## src/rtl/usbf_rx_pkt_dec_if.sv

```systemverilog
// Byte stream from the UTMI receive side into the packet decoder, plus the
// decoded events and fields handed to the protocol engine.
interface usbf_rx_pkt_dec_if;
    logic [7:0]  rx_data;
    logic        rx_valid;
    logic        rx_active;
    logic        rx_err;

    logic [7:0]  pid;
    logic        pid_valid;
    logic        token_valid;
    logic [6:0]  token_addr;
    logic [3:0]  token_ep;
    logic [10:0] sof_frame;
    logic [7:0]  pl_data;
    logic        pl_valid;
    logic        pl_done;
    logic        pid_err;
    logic        crc5_err;
    logic        crc16_err;
    logic        seq_err;
    logic        busy;

    modport master (
        output rx_data, rx_valid, rx_active, rx_err,
        input  pid, pid_valid, token_valid, token_addr, token_ep, sof_frame,
               pl_data, pl_valid, pl_done, pid_err, crc5_err, crc16_err,
               seq_err, busy
    );

    modport slave (
        input  rx_data, rx_valid, rx_active, rx_err,
        output pid, pid_valid, token_valid, token_addr, token_ep, sof_frame,
               pl_data, pl_valid, pl_done, pid_err, crc5_err, crc16_err,
               seq_err, busy
    );
endinterface

```

## src/rtl/usbf_rx_pkt_dec.sv

```systemverilog
// Receive packet decoder: PID check, token decode with CRC5, data payload
// streaming with CRC16 bytes stripped and checked, malformed-packet detection.
module usbf_rx_pkt_dec #(
    parameter int unsigned MAX_PL = 1024,
    parameter int unsigned CNT_W  = 11
) (
    input  logic             clk_i,
    input  logic             rst_ni,
    usbf_rx_pkt_dec_if.slave dec_if
);
    localparam logic [4:0]       CRC5_GOOD  = 5'b01100;
    localparam logic [15:0]      CRC16_GOOD = 16'h800D;
    localparam logic [CNT_W-1:0] CNT_MAX    = CNT_W'(MAX_PL + 2);
    localparam logic [CNT_W-1:0] CNT_TWO    = CNT_W'(2);

    typedef enum logic [2:0] {
        S_IDLE, S_PID, S_TOKEN, S_DATA, S_HSK, S_DISCARD
    } state_t;

    state_t           state_q, state_d;
    logic             armed_q;
    logic [CNT_W-1:0] cnt_q, cnt_d;
    logic [7:0]       h0_q, h0_d, h1_q, h1_d;
    logic [4:0]       crc5_q, crc5_d;
    logic [15:0]      crc16_q, crc16_d;
    logic [7:0]       pid_q, pid_d;
    logic [6:0]       addr_q, addr_d;
    logic [3:0]       ep_q, ep_d;
    logic [10:0]      sof_q, sof_d;
    logic [7:0]       pl_data_q, pl_data_d;
    logic             pid_valid_q, pid_valid_d, token_valid_q, token_valid_d;
    logic             pl_valid_q, pl_valid_d, pl_done_q, pl_done_d;
    logic             pid_err_q, pid_err_d, crc5_err_q, crc5_err_d;
    logic             crc16_err_q, crc16_err_d, seq_err_q, seq_err_d;
    logic             busy_q;
    logic             take_pid;
    logic [CNT_W-1:0] cnt_inc;

    // Serial CRCs, LSB of each byte first
    function automatic logic [4:0] crc5_byte(input logic [4:0] c, input logic [7:0] d);
        logic [4:0] r;
        r = c;
        for (int i = 0; i < 8; i++) begin
            if (r[4] ^ d[i]) r = {r[3:0], 1'b0} ^ 5'h05;
            else             r = {r[3:0], 1'b0};
        end
        return r;
    endfunction

    function automatic logic [15:0] crc16_byte(input logic [15:0] c, input logic [7:0] d);
        logic [15:0] r;
        r = c;
        for (int i = 0; i < 8; i++) begin
            if (r[15] ^ d[i]) r = {r[14:0], 1'b0} ^ 16'h8005;
            else              r = {r[14:0], 1'b0};
        end
        return r;
    endfunction

    assign cnt_inc = (&cnt_q) ? cnt_q : cnt_q + CNT_W'(1);

    always_comb begin
        state_d       = state_q;
        cnt_d         = cnt_q;
        h0_d          = h0_q;
        h1_d          = h1_q;
        crc5_d        = crc5_q;
        crc16_d       = crc16_q;
        pid_d         = pid_q;
        addr_d        = addr_q;
        ep_d          = ep_q;
        sof_d         = sof_q;
        pl_data_d     = pl_data_q;
        pid_valid_d   = 1'b0;
        token_valid_d = 1'b0;
        pl_valid_d    = 1'b0;
        pl_done_d     = 1'b0;
        pid_err_d     = 1'b0;
        crc5_err_d    = 1'b0;
        crc16_err_d   = 1'b0;
        seq_err_d     = 1'b0;
        take_pid      = 1'b0;

        unique case (state_q)
            S_IDLE: begin
                // armed_q blocks the tail of a packet interrupted by reset
                if (dec_if.rx_active && armed_q) begin
                    state_d  = S_PID;
                    take_pid = dec_if.rx_valid;
                end
            end
            S_PID: begin
                if (!dec_if.rx_active) state_d = S_IDLE;
                else                   take_pid = dec_if.rx_valid;
            end
            S_TOKEN: begin
                if (dec_if.rx_valid) begin
                    cnt_d  = cnt_inc;
                    h0_d   = h1_q;
                    h1_d   = dec_if.rx_data;
                    crc5_d = crc5_byte(crc5_q, dec_if.rx_data);
                end
                if (!dec_if.rx_active) begin
                    state_d = S_IDLE;
                    if (cnt_d != CNT_TWO)         seq_err_d  = 1'b1;
                    else if (crc5_d != CRC5_GOOD) crc5_err_d = 1'b1;
                    else begin
                        token_valid_d = 1'b1;
                        addr_d        = h0_d[6:0];
                        ep_d          = {h1_d[2:0], h0_d[7]};
                        if (pid_q[3:0] == 4'h5) sof_d = {h1_d[2:0], h0_d};
                    end
                end
            end
            S_DATA: begin
                if (dec_if.rx_valid) begin
                    cnt_d   = cnt_inc;
                    crc16_d = crc16_byte(crc16_q, dec_if.rx_data);
                    if (cnt_d > CNT_MAX) begin
                        seq_err_d = 1'b1;
                        state_d   = S_DISCARD;
                    end else begin
                        // two-byte holding pipe keeps the CRC16 bytes from being emitted
                        if (cnt_q >= CNT_TWO) begin
                            pl_valid_d = 1'b1;
                            pl_data_d  = h0_q;
                        end
                        h0_d = h1_q;
                        h1_d = dec_if.rx_data;
                    end
                end
                if (!dec_if.rx_active && state_d != S_DISCARD) begin
                    state_d = S_IDLE;
                    if (cnt_d < CNT_TWO)             seq_err_d   = 1'b1;
                    else if (crc16_d != CRC16_GOOD)  crc16_err_d = 1'b1;
                    else                             pl_done_d   = 1'b1;
                end
            end
            S_HSK: begin
                if (dec_if.rx_valid) begin
                    seq_err_d = 1'b1;
                    state_d   = S_DISCARD;
                end else if (!dec_if.rx_active) begin
                    state_d = S_IDLE;
                end
            end
            S_DISCARD: begin
                if (!dec_if.rx_active) state_d = S_IDLE;
            end
            default: state_d = S_IDLE;
        endcase

        if (take_pid) begin
            cnt_d   = '0;
            crc5_d  = '1;
            crc16_d = '1;
            if (dec_if.rx_data[3:0] != ~dec_if.rx_data[7:4]) begin
                pid_err_d = 1'b1;
                state_d   = S_DISCARD;
            end else begin
                pid_d       = dec_if.rx_data;
                pid_valid_d = 1'b1;
                unique case (dec_if.rx_data[3:0])
                    4'h1, 4'h9, 4'hD, 4'h4, 4'h5: state_d = S_TOKEN;
                    4'h3, 4'hB, 4'h7, 4'hF:       state_d = S_DATA;
                    4'h2, 4'hA, 4'hE, 4'h6:       state_d = S_HSK;
                    default:                      state_d = S_DISCARD;
                endcase
            end
        end

        // PHY error aborts the packet; it owns the single error pulse
        if (dec_if.rx_err && state_q != S_IDLE && state_q != S_DISCARD) begin
            pid_d         = pid_q;
            addr_d        = addr_q;
            ep_d          = ep_q;
            sof_d         = sof_q;
            pl_data_d     = pl_data_q;
            pid_valid_d   = 1'b0;
            token_valid_d = 1'b0;
            pl_valid_d    = 1'b0;
            pl_done_d     = 1'b0;
            pid_err_d     = 1'b0;
            crc5_err_d    = 1'b0;
            crc16_err_d   = 1'b0;
            seq_err_d     = 1'b1;
            state_d       = S_DISCARD;
        end
    end

    always_ff @(posedge clk_i or negedge rst_ni) begin
        if (!rst_ni) begin
            state_q       <= S_IDLE;
            armed_q       <= 1'b0;
            cnt_q         <= '0;
            h0_q          <= '0;
            h1_q          <= '0;
            crc5_q        <= '1;
            crc16_q       <= '1;
            pid_q         <= '0;
            addr_q        <= '0;
            ep_q          <= '0;
            sof_q         <= '0;
            pl_data_q     <= '0;
            pid_valid_q   <= 1'b0;
            token_valid_q <= 1'b0;
            pl_valid_q    <= 1'b0;
            pl_done_q     <= 1'b0;
            pid_err_q     <= 1'b0;
            crc5_err_q    <= 1'b0;
            crc16_err_q   <= 1'b0;
            seq_err_q     <= 1'b0;
            busy_q        <= 1'b0;
        end else begin
            state_q       <= state_d;
            armed_q       <= armed_q | ~dec_if.rx_active;
            cnt_q         <= cnt_d;
            h0_q          <= h0_d;
            h1_q          <= h1_d;
            crc5_q        <= crc5_d;
            crc16_q       <= crc16_d;
            pid_q         <= pid_d;
            addr_q        <= addr_d;
            ep_q          <= ep_d;
            sof_q         <= sof_d;
            pl_data_q     <= pl_data_d;
            pid_valid_q   <= pid_valid_d;
            token_valid_q <= token_valid_d;
            pl_valid_q    <= pl_valid_d;
            pl_done_q     <= pl_done_d;
            pid_err_q     <= pid_err_d;
            crc5_err_q    <= crc5_err_d;
            crc16_err_q   <= crc16_err_d;
            seq_err_q     <= seq_err_d;
            busy_q        <= (state_d != S_IDLE);
        end
    end

    assign dec_if.pid         = pid_q;
    assign dec_if.pid_valid   = pid_valid_q;
    assign dec_if.token_valid = token_valid_q;
    assign dec_if.token_addr  = addr_q;
    assign dec_if.token_ep    = ep_q;
    assign dec_if.sof_frame   = sof_q;
    assign dec_if.pl_data     = pl_data_q;
    assign dec_if.pl_valid    = pl_valid_q;
    assign dec_if.pl_done     = pl_done_q;
    assign dec_if.pid_err     = pid_err_q;
    assign dec_if.crc5_err    = crc5_err_q;
    assign dec_if.crc16_err   = crc16_err_q;
    assign dec_if.seq_err     = seq_err_q;
    assign dec_if.busy        = busy_q;
endmodule
```

## src/flat_wrapper.sv

```systemverilog
// flat-port wrapper written by rule: the top's interface ports become plain ports
module usbf_rx_pkt_dec_flat 
#(
    parameter int unsigned MAX_PL = 1024,
    parameter int unsigned CNT_W  = 11
)
  (clk_i, rst_ni, dec_if_rx_data, dec_if_rx_valid, dec_if_rx_active, dec_if_rx_err, dec_if_pid, dec_if_pid_valid, dec_if_token_valid, dec_if_token_addr, dec_if_token_ep, dec_if_sof_frame, dec_if_pl_data, dec_if_pl_valid, dec_if_pl_done, dec_if_pid_err, dec_if_crc5_err, dec_if_crc16_err, dec_if_seq_err, dec_if_busy);
  usbf_rx_pkt_dec_if dec_if_i ();
  input  logic clk_i;
  input  logic rst_ni;
  input wire logic [$bits(dec_if_i.rx_data)-1:0] dec_if_rx_data;
  input wire logic [$bits(dec_if_i.rx_valid)-1:0] dec_if_rx_valid;
  input wire logic [$bits(dec_if_i.rx_active)-1:0] dec_if_rx_active;
  input wire logic [$bits(dec_if_i.rx_err)-1:0] dec_if_rx_err;
  output wire logic [$bits(dec_if_i.pid)-1:0] dec_if_pid;
  output wire logic [$bits(dec_if_i.pid_valid)-1:0] dec_if_pid_valid;
  output wire logic [$bits(dec_if_i.token_valid)-1:0] dec_if_token_valid;
  output wire logic [$bits(dec_if_i.token_addr)-1:0] dec_if_token_addr;
  output wire logic [$bits(dec_if_i.token_ep)-1:0] dec_if_token_ep;
  output wire logic [$bits(dec_if_i.sof_frame)-1:0] dec_if_sof_frame;
  output wire logic [$bits(dec_if_i.pl_data)-1:0] dec_if_pl_data;
  output wire logic [$bits(dec_if_i.pl_valid)-1:0] dec_if_pl_valid;
  output wire logic [$bits(dec_if_i.pl_done)-1:0] dec_if_pl_done;
  output wire logic [$bits(dec_if_i.pid_err)-1:0] dec_if_pid_err;
  output wire logic [$bits(dec_if_i.crc5_err)-1:0] dec_if_crc5_err;
  output wire logic [$bits(dec_if_i.crc16_err)-1:0] dec_if_crc16_err;
  output wire logic [$bits(dec_if_i.seq_err)-1:0] dec_if_seq_err;
  output wire logic [$bits(dec_if_i.busy)-1:0] dec_if_busy;
  assign dec_if_i.rx_data = dec_if_rx_data;
  assign dec_if_i.rx_valid = dec_if_rx_valid;
  assign dec_if_i.rx_active = dec_if_rx_active;
  assign dec_if_i.rx_err = dec_if_rx_err;
  assign dec_if_pid = dec_if_i.pid;
  assign dec_if_pid_valid = dec_if_i.pid_valid;
  assign dec_if_token_valid = dec_if_i.token_valid;
  assign dec_if_token_addr = dec_if_i.token_addr;
  assign dec_if_token_ep = dec_if_i.token_ep;
  assign dec_if_sof_frame = dec_if_i.sof_frame;
  assign dec_if_pl_data = dec_if_i.pl_data;
  assign dec_if_pl_valid = dec_if_i.pl_valid;
  assign dec_if_pl_done = dec_if_i.pl_done;
  assign dec_if_pid_err = dec_if_i.pid_err;
  assign dec_if_crc5_err = dec_if_i.crc5_err;
  assign dec_if_crc16_err = dec_if_i.crc16_err;
  assign dec_if_seq_err = dec_if_i.seq_err;
  assign dec_if_busy = dec_if_i.busy;
  usbf_rx_pkt_dec #(.MAX_PL(MAX_PL), .CNT_W(CNT_W)) u_core (.clk_i(clk_i), .rst_ni(rst_ni), .dec_if(dec_if_i));
endmodule
```

## config.mk

```make
export PLATFORM = sky130hd
export DESIGN_NAME = usbf_rx_pkt_dec_flat
export DESIGN_NICKNAME = d
export VERILOG_FILES = /design/src/rtl/usbf_rx_pkt_dec_if.sv /design/src/rtl/usbf_rx_pkt_dec.sv /design/src/flat_wrapper.sv
export SDC_FILE = /design/constraint.sdc
export NUM_CORES = 1
export LEC_CHECK = 0
export ABC_CLOCK_PERIOD_IN_PS = 5400
export CAP_MARGIN = 20
export CORE_UTILIZATION = 32
export DETAILED_ROUTE_END_ITERATION = 16
export DONT_BUFFER_PORTS = 1
export PLACE_DENSITY = 0.57
export SLEW_MARGIN = 20
export SYNTH_ARGS = -nofsm -noshare
export SYNTH_HDL_FRONTEND = slang
export SYNTH_SLANG_ARGS = --single-unit
```

## constraint.sdc

```tcl
create_clock -name clk_i -period 5.4 [get_ports clk_i]
set_input_delay 0.27 -clock clk_i [delete_from_list [all_inputs] [get_ports clk_i]]
set_output_delay 0.27 -clock clk_i [all_outputs]
set_load 0.02 [all_outputs]
```

Word level (Yosys, flattened, before mapping):

Memory sizes are Yosys's and may differ from the RTL's.
Index checks and enable logic that the tools add are counted.

* register bits: 99
* ROM bits: 48
* bits of input ports: 13
* word-level logic and storage cells: 222
* memories kept: 1

* $add $sub $neg: 1
* $lt $le $gt $ge: 3
* eq/ne operators: 15
* multiplexer cells: 120
* bitwise operators: 40
* reductions and logical operators: 20

Memory list
* (no name shown): words 16, width 3, rd ports 1, clocked after memory_dff 0, write ports 0, line usbf_rx_pkt_dec.sv:163 `unique case (dec_if.rx_data[3:0])`

Operators by type and width (count)
* $mux 16: 26
* $mux 5: 18
* $mux 11: 5
* $mux 3: 18
* $mux 8: 6
* $mux 1: 41
* $pmux 8 s2: 2
* $not 3->3: 8
* $pmux 11 s2: 1
* $ne 16x16->1 const B: 1
* $not 2->2: 8
* $xor 1x1->1: 16
* $pmux 3 s4: 1
* $add 11x1->11 const B: 1
* $ge 11x2->1 const B: 1
* $gt 11x11->1 const B: 1
* $lt 11x2->1 const B: 1
* $ne 11x2->1 const B: 1
* $reduce_and 11->1: 1
* $reduce_and 5->1: 2
* $reduce_bool 3->1: 3
* $eq 3x2->1 const B: 2
* $eq 3x3->1 const B: 2
* $ne 2x2->1 const B: 3
* 18 further kinds: 30

Depth between registers and ports, before layout:

Gate-level depths: netlist of the first run.

* word-level depth: 38
* mapped depth: 11

Least setup slack after synthesis of the first run:

Ideal clock, no wire load.

* path kind: input-to-reg
* from: input dec_if_rx_data[0]
* to: register u_core.sof_q[0] (netlist: u_core.dec_if.sof_frame[0])
* arrival time: 2661 ps
* required time: 5275 ps
* slack: 2613 ps
* stages: 9
* buffers on the path: 2
* cell sequence: clkbuf_1 -> xnor3_1 -> xnor3_1 -> mux2i_1 -> nand2_1 -> or3_1 -> or4_4 -> buf_6 -> mux2_4

* longest elaborated chain between the ends: 29

Ends and longest elaborated chain
* from (decl): line flat_wrapper.sv:11 `input wire logic [$bits(dec_if_i.rx_data)-1:0] dec_if_rx_data;`
* $xor 1x1->1 (*): line usbf_rx_pkt_dec.sv:44 `if (r[4] ^ d[i]) r = {r[3:0], 1'b0} ^ 5'h05;`
* $mux 3 (*): line usbf_rx_pkt_dec.sv:44
* $mux 5 (*): line usbf_rx_pkt_dec.sv:97 `if (dec_if.rx_valid) begin`
* $mux 5 (*): line usbf_rx_pkt_dec.sv:84 `unique case (state_q)`
* $mux 3: line usbf_rx_pkt_dec.sv:44
* $mux 5 (*): line usbf_rx_pkt_dec.sv:97
* $mux 5 (*): line usbf_rx_pkt_dec.sv:84
* $not 2->2 (no source line)
* [... 13 more ...]
* $mux 5 (*): line usbf_rx_pkt_dec.sv:84
* $not 2->2 (no source line)
* $mux 3: line usbf_rx_pkt_dec.sv:44
* $mux 5 (*): line usbf_rx_pkt_dec.sv:97
* $mux 5 (*): line usbf_rx_pkt_dec.sv:84
* $ne 5x4->1 (*): line usbf_rx_pkt_dec.sv:106 `else if (crc5_d != CRC5_GOOD) crc5_err_d = 1'b1;`
* $not 1->1 (no source line) (*)
* $reduce_and 6->1 (no source line) (*)
* to (signal assigned): line usbf_rx_pkt_dec.sv:203 `sof_q <= '0;`
* to (signal assigned): line usbf_rx_pkt_dec.sv:225 `sof_q <= sof_d;`
* to (decl): line usbf_rx_pkt_dec.sv:29 `logic [10:0] sof_q, sof_d;`

Every way passes the cells marked *; elsewhere a longest branch is shown, timed or not. The select of a mux whose other input is x is not followed.
A chain may end at the register's enable or synchronous reset.

Final worst setup path of the first run:

* from: register u_core.cnt_q[1]
* to: register u_core.addr_q[3] (netlist: u_core.dec_if.token_addr[3])

* longest elaborated chain between the ends: 7

Ends and longest elaborated chain
* from (decl): line usbf_rx_pkt_dec.sv:22 `logic [CNT_W-1:0] cnt_q, cnt_d;`
* from (signal assigned): line usbf_rx_pkt_dec.sv:217 `cnt_q <= cnt_d;`
* $add 11x1->11 or $reduce_and 11->1 (tied branches): line usbf_rx_pkt_dec.sv:60 `assign cnt_inc = (&cnt_q) ? cnt_q : cnt_q + CNT_W'(1);`
* $mux 11: line usbf_rx_pkt_dec.sv:60
* $mux 11 (*): line usbf_rx_pkt_dec.sv:97
* $mux 11 (*): line usbf_rx_pkt_dec.sv:84
* $ne 11x2->1 (*): line usbf_rx_pkt_dec.sv:105 `if (cnt_d != CNT_TWO) seq_err_d = 1'b1;`
* $not 1->1 (no source line) (*)
* $reduce_and 5->1 (no source line) (*)
* to (signal assigned): line usbf_rx_pkt_dec.sv:223 `addr_q <= addr_d;`
* to (decl): line usbf_rx_pkt_dec.sv:27 `logic [6:0] addr_q, addr_d;`

Marks and branches as above.

==> results.cfg, run 1 <==
[timing]
fin_crit_ns = 3.448
fin_worst_skew_ns = 0.008972
drv_slew = 0
tightest_slew_ns = 0.8519
post-route-period-util = 0.6385
grt_setup_unrepaired = false
setup_tns_ns = 0
final-setup-viol-count = 0
relSlewSlack = 0.4290
hold_viol = 0
max_freq_mhz = 290.0

[clock_tree]
clock_latency_ns = 0.35
cts_buffers = 9
path_clk_slew_ns = 0.07
cts_tree = yes
htree_levels = 3
clock_sinks = 99
root_buffer = clkbuf_16
post_cts_buffers = 0
clock_path_buffers = 2

[logic_synthesis]
synth_edf_count = 0
synth_top_family_by_area = multiplexers
seq_area_frac_synth = 0.4537
ys_top_cells_by_area = dfrtp_1 35%, mux2_2 11%, dfstp_2 10%
synthXorXnorAreaFrac = 0.09070
synthAdderAreaFrac = 0.01361
synth_compound_area_frac = 0.1156
synth-seq-cells = 99
ys_warn_count = 0
muxShareOfSynthArea = 0.1540
syn-num-nets = 528
netlist_area_um2 = 5518
syn_area_per_cell_um2 = 10.84
yosysTopAreaCell = dfrtp_1
syn_inst = 509
synth-simple-area-share = 0.1370
yosysUniqueCellTypes = 66
synth_top_area_frac = 0.3537
synthArstFlopShare = 1.000
ys.flop_type = dfrtp_1

[layout]
multi_input_area_um2 = 2825
nFillCells = 1662
postLayoutCoreUtil = 0.3619
antenna_cells = 0
syn2layout_area_growth_pct = 9.547
final_nets = 508
drive_above_1_share = 0.2287
seq_area_um2 = 2504
finalInstanceArea_um2 = 6045
finalNonFillerCells = 714

[worst_setup_path]
crit_path_end_kind = flip-flop
crit_arrival_ns = 3.68
reg2reg_depth = 8
reg2reg_to = u_core.dec_if.token_addr[3]$_DFFE_PN0P_
slowest_stage = nor3_1
rr_startpoint = u_core.cnt_q[1]$_DFFE_PN0P_
cp_cell_sequence = ha_1 -> nand4_1 -> nor3_1 -> nor3_1 -> nand4_1 -> nand4bb_1 -> or2_1 -> mux2_2
worstPathMaxFanout = 12
ff2ff_setup_slack_ns = 1.95
crit_type = reg2reg
crit_path_start_kind = flip-flop
worst-path-buf-inv = 0
critPathTopFamily = simple AND/OR/NAND/NOR gates
critPathRequiredTime_ns = 5.64
slowest_delay_ns = 0.61

[hold_path]
holdPathStages = 1
holdPathEnd = u_core.h1_q[4]$_DFFE_PN0P_
min_path_type = in2reg
hold_path_startpoint = dec_if_rx_data[4]

[place]
gp_congestion = 0.8379
placed_area_um2 = 5649
port_buffers = 0
hpwl_um = 9197
numPlacedInstances = 695

[floorplan]
core_region_area_um2 = 16700
ios = 60
start_util = 0.3304
die_h_um = 133.3
dieArea_um2 = 17770
num_rows = 47
die_x_um = 133.3

[pwr]
p_leak_nw = 2.642
power.density_nw_per_um2 = 310.4
ir_worst_vdd_uv = 214.5

[detailed_routing]
drt.antenna.violating_nets = 0
drc = 0
first_iter_violations = 278
vias = 3903
viasPerCell = 5.466
first_pass_iters = 5
drt_wl_total_um = 13320
wl_per_cell_um = 18.66

[global_route]
grt_max_degree = 100
grt_pass1_wl_um = 21780
grt-ovfl-total = 0
grt_pass1_vias = 3958
track_usage = 0.1570
antenna_found_initial = 0

[status]
status = completed

[job]
maxCapViolations = 0
-- power by group --
part | internal (W) | switching (W)
Sequential | 0.000791 | 0.0000836
Clock | 0.000457 | 0.000299
Combinational | 0.000122 | 0.000123
-- Yosys cell counts, drive strengths merged (6+ instances only) --
library cell / n
ha: 6
nor2: 36
nand3: 9
nand2b: 6
mux2: 65
nand4: 13
nor2b: 6
dfrtp: 78
buf: 10
o21ai: 34
a21oi: 27
mux2i: 8
nor4: 6
xnor2: 30
dfstp: 21
inv: 9
clkbuf: 25
nor3: 15
o22a: 6
a31oi: 6
nand2: 22
-- timing repair --
| action | CTS | global route |
|---|---|---|
| hold endpoints to repair | 100 | 0 |
| hold buffers | 3 | 0 |
| gates resized for setup | 0 | 0 |
-- kinds of logic (layout without fill, tap and decap cells) --
family	Yosys count	count (layout)
xor+xnor	42	42
buf+inv	45	30
mux	73	73
simple gates	141	141
compound gates	103	103
flops	99	99
fa+ha+maj	6	6
-- sequential cells by signal (all words and copies together) (netlist names), 3 cells and up --
register                  cells
u_core.dec_if.pid             8
u_core.state_q                3
u_core.h0_q                   8
u_core.dec_if.token_addr      7
u_core.crc16_q               16
u_core.cnt_q                 11
u_core.dec_if.token_ep        4
u_core.h1_q                   8
u_core.dec_if.sof_frame      11
u_core.crc5_q                 5
u_core.dec_if.pl_data         8
-- metrics by stage --
stage	total power, W	setup slack (ns)	hold WS (ns)
global placement	0.001110	1.894	-0.02062
finish	0.001876	1.952	0.06338
floorplan	0.001071	2.613	-0.02559
global route	0.001960	1.773	0.05027
CTS	0.001895	1.953	0.05235
detailed placement	0.001115	2.006	-0.01962
-- area by class of cell --
class	instances	area share
Clock buffer	9	0.03726
Clock inverter	7	0.02029
Tap cell	220	0.04554
Multi-Input combinational cell	365	0.4674
Sequential cell	99	0.4142
Timing Repair Buffer	4	0.009108
Inverter	10	0.006210
-- worst max-delay path by stage --
stage	depth (start not counted)	from	to	slack [ns]
2_1_floorplan	9	dec_if_rx_data[0]	u_core.dec_if.sof_frame[0]$_DFFE_PN0P_	2.61
3_3_place_gp	8	u_core.cnt_q[1]$_DFFE_PN0P_	u_core.dec_if.token_addr[4]$_DFFE_PN0P_	1.89
3_5_place_dp	8	u_core.cnt_q[1]$_DFFE_PN0P_	u_core.dec_if.token_addr[3]$_DFFE_PN0P_	2.01
4_1_cts	8	u_core.cnt_q[1]$_DFFE_PN0P_	u_core.dec_if.token_addr[5]$_DFFE_PN0P_	1.95
5_1_grt	8	u_core.cnt_q[1]$_DFFE_PN0P_	u_core.dec_if.token_addr[3]$_DFFE_PN0P_	1.77
6_report	8	u_core.cnt_q[1]$_DFFE_PN0P_	u_core.dec_if.token_addr[3]$_DFFE_PN0P_	1.95
-- routing by layer --
metal  part of all wire  vias to the layer above  global-route usage
li1                   -                     1806                   -
met1               0.46                     1949              0.2100
met2               0.46                      123              0.2439
met3              0.051                       25             0.03805
met4              0.021                        0             0.06250
met5                  0                        -                   0
-- placed cells by master, fill, tap and decap left out, drive strengths merged, types with 3 or more instances in the layout --
master   n
a21o     4
a21oi   27
a31oi    6
and3     4
and4     4
bufinv   3
clkbuf   9
dfrtp   78
dfstp   21
ha       6
inv     11
mux2    65
mux2i    8
nand2   22
nand2b   6
nand3    9
nand4   13
nor2    36
nor2b    6
nor3    15
nor4     6
o21ai   34
o22a     6
o22ai    3
o31ai    5
or3      5
or4      4
xnor2   30
xnor3    5
xor2     5
(Power assumes the default switching activity.)
==> inputs of run 2 (changes only) <==
Settings changed: ABC_CLOCK_PERIOD_IN_PS 5400 to 3500.
Clock period 5.4 ns to 3.5 ns, I/O delays scaled along.
==> run 2 against run 1 <==
Effect of this change: global-route usage rose by 1.0 points; routed wire length up 5.3%; highest routed layer unchanged; register-to-register slack worse by 1.6 ns; largest power group unchanged; utilization rose by 0.93 points; critical endpoint is now u_core.h1_q[7]$_DFFE_PN0P_; combinational power rose by 61%; largest cell class unchanged; cell count grew 3.2%; first-iteration DRC count is 27% lower; maximum frequency increased by 8.0%; worst setup slack got worse by 1.6 ns; via count rose by 2.1%.
==> results.cfg, run 2 (same netlist as run 1, synthesis figures left out) <==
[status]
status = completed

[timing]
final-setup-viol-count = 0
setup_tns_ns = 0
hold_viol = 0
relSlewSlack = 0.5184
max_freq_mhz = 313.4
tightest_slew_ns = 0.7043
post-route-period-util = 0.9117
drv_slew = 0
fin_worst_skew_ns = 0.01220
grt_setup_unrepaired = false
fin_crit_ns = 3.191
final.setup.worst_slack_ns = 0.3090

[detailed_routing]
top_layer = met4
met1_length_um = 6156
vias = 3986
wl_per_cell_um = 19.04
drc = 0
drt.antenna.violating_nets = 0
first_iter_violations = 203
first_pass_iters = 5
met3_length_um = 804
drt_wl_total_um = 14030
viasPerCell = 5.408
wl_met2_um = 6744

[worst_setup_path]
crit_path_start_kind = flip-flop
crit_end = u_core.h1_q[7]$_DFFE_PN0P_
crit_path_end_kind = flip-flop
crit_arrival_ns = 3.43
critPathTopFamily = compound AO/OA/AOI/OAI gates
cp_cell_sequence = nand4_1 -> o21ba_2 -> a221oi_1 -> inv_1 -> a21oi_1 -> a211o_1 -> buf_4 -> mux2_2
reg2reg_to = u_core.h1_q[7]$_DFFE_PN0P_
slowest_stage = dfrtp_1
crit_cells = 8
crit_path_start = u_core.cnt_q[4]$_DFFE_PN0P_
reg2reg_depth = 8
critPathRequiredTime_ns = 3.74
worstPathMaxFanout = 16
ff2ff_setup_slack_ns = 0.31
rr_startpoint = u_core.cnt_q[4]$_DFFE_PN0P_
crit_type = reg2reg
worst-path-buf-inv = 2
slowest_delay_ns = 0.53

[clock_tree]
clock_path_buffers = 2
cts_buffers = 9
cts-resized-gates = 0
htree_levels = 3
cts_tree = yes
root_buffer = clkbuf_16
post_cts_buffers = 0
cts_hold_buf = 12
clock_sinks = 99
clock_latency_ns = 0.36
path_clk_slew_ns = 0.07

[global_route]
antenna_found_initial = 0
track_usage = 0.1671
grt_pass1_wl_um = 22720
grt_pass1_vias = 4076
grt-ovfl-total = 0
grt_max_degree = 100

[place]
gp_congestion = 0.8646
pre_cts_ws_ns = 0.3533
port_buffers = 0
placed_area_um2 = 5754
hpwl_um = 9488

[layout]
final_nets = 531
finalInstanceArea_um2 = 6200
layout_commonest_cell = dfrtp_1
drive_above_1_share = 0.2456
final_cell_mix = 78 x dfrtp_1, 54 x mux2_2, 36 x nor2_1
largest_reg_flops = 16
nFillCells = 1664
syn2layout_area_growth_pct = 12.36
top_register = u_core.crc16_q
antenna_cells = 0

[floorplan]
start_util = 0.3304
ios = 60
die_h_um = 133.3
num_rows = 47
die_x_um = 133.3
dieArea_um2 = 17770
core_region_area_um2 = 16700

[pwr]
ir_worst_vdd_uv = 256.2
p_leak_nw = 2.731
power.density_nw_per_um2 = 447.9
finalPower_w = 0.002777

[hold_path]
min_path_type = in2reg

[job]
maxCapViolations = 0
==> run 2: cell count changes in the layout (fill, tap and decap cells not counted) <==
cell / before / now
buf_4: 1 / 15
dlygate4sd3_1: 2 / 11
inv_8: 1 / 2
bufinv_16: 3 / 1
clkinv_4: 0 / 1
==> run 2: final cells by class <==
cell class	instances	area, µm²	share of cell area
sequential	99	2504	0.4038
tap	220	275.3	0.04440
multi-input combinational	365	2825	0.4557
clock buffer	9	225.2	0.03633
timing repair buffer	27	250.2	0.04036
clock inverter	7	82.58	0.01332
inverter	10	37.54	0.006054
==> run 2: how the worst min path moves through the flow <==
stage                          startpoint                                to  slack [ns]  depth (start not counted)
after CTS                 dec_if_rx_valid     u_core.crc16_q[3]$_DFFE_PN1P_        0.02                          3
final                       dec_if_rx_err   u_core.dec_if.pl_done$_DFF_PN0_        0.03                          2
after floorplan                    rst_ni          u_core.armed_q$_DFF_PN0_       -0.12                          0
after global placement             rst_ni  u_core.dec_if.crc5_err$_DFF_PN0_       -0.12                          0
after global routing        dec_if_rx_err   u_core.dec_if.pl_done$_DFF_PN0_        0.03                          2
after detailed placement           rst_ni  u_core.dec_if.crc5_err$_DFF_PN0_       -0.12                          0
==> run 2: power by group <==
part           switching, W  internal, W  total, W
Sequential         0.000129      0.00122   0.00135
Clock              0.000464     0.000567   0.00103
Combinational      0.000200     0.000197  0.000397
Total              0.000793      0.00198   0.00278
==> run 2: worst register-to-register path, cell delays in order (launching register included) <==
cell      delay (ns)
dfrtp_1         0.53
nand4_1         0.42
o21ba_2         0.38
a221oi_1        0.49
inv_1           0.11
a21oi_1         0.35
a211o_1         0.19
buf_4           0.24
mux2_2          0.37
==> run 2: per-layer routing <==
layer  GRT usage  vias up
li1            -     1855
met1      0.2112     2010
met2      0.2665       98
met3     0.04110       23
met4     0.08207        0
met5           0        -
==> run 2: through the flow <==
step / cells / util / hold slack [ns]
2_1_floorplan: 509 / - / -0.1206
3_3_place_gp: 709 / 0.3445 / -0.1168
3_5_place_dp: 709 / 0.3445 / -0.1153
4_1_cts: 737 / 0.3712 / 0.02155
5_1_grt: 737 / 0.3712 / 0.03493
6_report: 737 / 0.3712 / 0.03475
==> inputs of run 3 (changes only) <==
Settings changed: CORE_ASPECT_RATIO set to 0.6, CORE_UTILIZATION 32 to 55, PLACE_DENSITY 0.57 to 0.81.
==> run 3 against run 2 <==
Effect of this change: total power increased by 4.0%; combinational power rose by 3%; cell count shrank 13%; non-clock buffer count shrank 4; clock power grew 9.7%; die area is 41% lower; hold slack got worse by 0.0022 ns; via count up 4.6%; routed wire length is 0.51% higher; utilization is 27 points higher; first-iteration DRC count increased by 120%.
==> results.cfg, run 3 (same netlist as run 1, synthesis figures left out) <==
[clock_tree]
cts_tree = yes
clock_latency_ns = 0.35
htree_levels = 3
path_clk_slew_ns = 0.07
root_buffer = clkbuf_16
clock_sinks = 99
clock_path_buffers = 2
cts_buffers = 9

[worst_setup_path]
crit_path_end_kind = flip-flop
worstPathMaxFanout = 16
crit_type = reg2reg
crit_arrival_ns = 3.42
ff2ff_setup_slack_ns = 0.31
critPathRequiredTime_ns = 3.73
crit_path_start_kind = flip-flop

[floorplan]
dieArea_um2 = 10450
ios = 60
die_h_um = 79.59
core_region_area_um2 = 9459
num_rows = 27
start_util = 0.5833
die_x_um = 131.3

[timing]
fin_worst_skew_ns = 0.007437
final-setup-viol-count = 0
tightest_slew_ns = 0.7841
post-route-period-util = 0.9120
max_freq_mhz = 313.3
drv_slew = 0
hold_slack_ns = 0.03259
hold_viol = 0
final.setup.worst_slack_ns = 0.3081
setup_tns_ns = 0
grt_setup_unrepaired = false
fin_crit_ns = 3.192
relSlewSlack = 0.4637

[job]
maxCapViolations = 0

[place]
pre_cts_ws_ns = 0.4481
port_buffers = 0
hpwl_um = 9341
gp_congestion = 0.9180

[detailed_routing]
first_iter_violations = 448
vias = 4169
met1_length_um = 6137
drt_wl_total_um = 14100
wl_met2_um = 6401
drc = 0
wl_per_cell_um = 21.90
drt.antenna.violating_nets = 0
top_layer = met4
first_pass_iters = 5
viasPerCell = 6.474
met3_length_um = 1302

[global_route]
track_usage = 0.2807
grt-ovfl-total = 0
grt_max_degree = 100
antenna_found_initial = 1
grt_pass1_wl_um = 22310
grt_pass1_vias = 4082

[status]
status = completed

[layout]
postLayoutCoreUtil = 0.6444
largest_reg_flops = 16
final_nets = 527
syn2layout_area_growth_pct = 10.48
layout_commonest_cell = dfrtp_1
drive_above_1_share = 0.2398
final_cell_mix = 78 x dfrtp_1, 54 x mux2_2, 36 x nor2_1
top_register = u_core.crc16_q

[hold_path]
min_path_type = in2reg

[pwr]
ir_worst_vdd_uv = 294.1
power.density_nw_per_um2 = 473.7
p_leak_nw = 2.728
-- run 3: cell types whose count changed in the layout (fill, tap and decap cells not counted), sizes merged --
cell	change
buf	-4
bufinv	+1
clkinvlp	-1
diode	+1
-- run 3: final timing paths --
check	cells past startpoint	start	to
min in group asynchronous	2	rst_ni	u_core.dec_if.pl_done$_DFF_PN0_
hold reg to reg	1	u_core.armed_q$_DFF_PN0_	u_core.armed_q$_DFF_PN0_
max in group asynchronous	2	rst_ni	u_core.crc16_q[0]$_DFFE_PN1P_
setup reg to reg	9	u_core.cnt_q[1]$_DFFE_PN0P_	u_core.h0_q[1]$_DFFE_PN0P_
setup / recovery	9	u_core.cnt_q[1]$_DFFE_PN0P_	u_core.h0_q[1]$_DFFE_PN0P_
hold / removal	2	dec_if_rx_data[1]	u_core.dec_if.pid[1]$_DFFE_PN0P_
-- run 3: metal layers --
metal,GRT usage,vias to the layer above
met5,0,-
met4,0.09419,0
met3,0.09016,27
met2,0.4271,192
met1,0.3809,2107
li1,-,1843
-- run 3: critical path, stage by stage, from the launching register on --
cell      delay [ns]
dfrtp_1         0.51
ha_1            0.42
nand2_1         0.19
and4_1          0.25
a221oi_1        0.42
inv_1           0.11
a21oi_1         0.34
a211o_1         0.18
buf_4           0.26
mux2_2          0.39
-- run 3: final cells by class --
class / instances / area [µm²]
Multi-Input combinational cell: 365 / 2825
Fill cell: 699 / 3363
Timing Repair Buffer: 23 / 220.2
Clock inverter: 7 / 118.9
Inverter: 10 / 37.54
Tap cell: 130 / 162.7
Antenna cell: 1 / 2.502
Sequential cell: 99 / 2504
Clock buffer: 9 / 225.2
-- run 3: what timing repair did --
action / CTS / global route
endpoints found under the hold margin: 115 / 0
setup endpoints to repair: 0 / 0
setup buffers: 0 / 0
gates resized for setup: 0 / 0
hold buffers: 12 / 0
-- run 3: through the flow --
stage	power, W	instances	cell area (µm²)
2_1_floorplan	0.001653	509	5518
6_report	0.002888	644	6096
3_3_place_gp	0.001707	615	5612
5_1_grt	0.002981	643	6093
4_1_cts	0.002895	643	6093
3_5_place_dp	0.001730	615	5612
-- run 3: where the power goes --
| group | switching, W | leakage, nW | internal [W] |
|---|---|---|---|
| logic | 0.000212 | 1.28 | 0.000197 |
| registers | 0.000133 | 1.28 | 0.00122 |
| clock network | 0.000477 | 0.168 | 0.000649 |
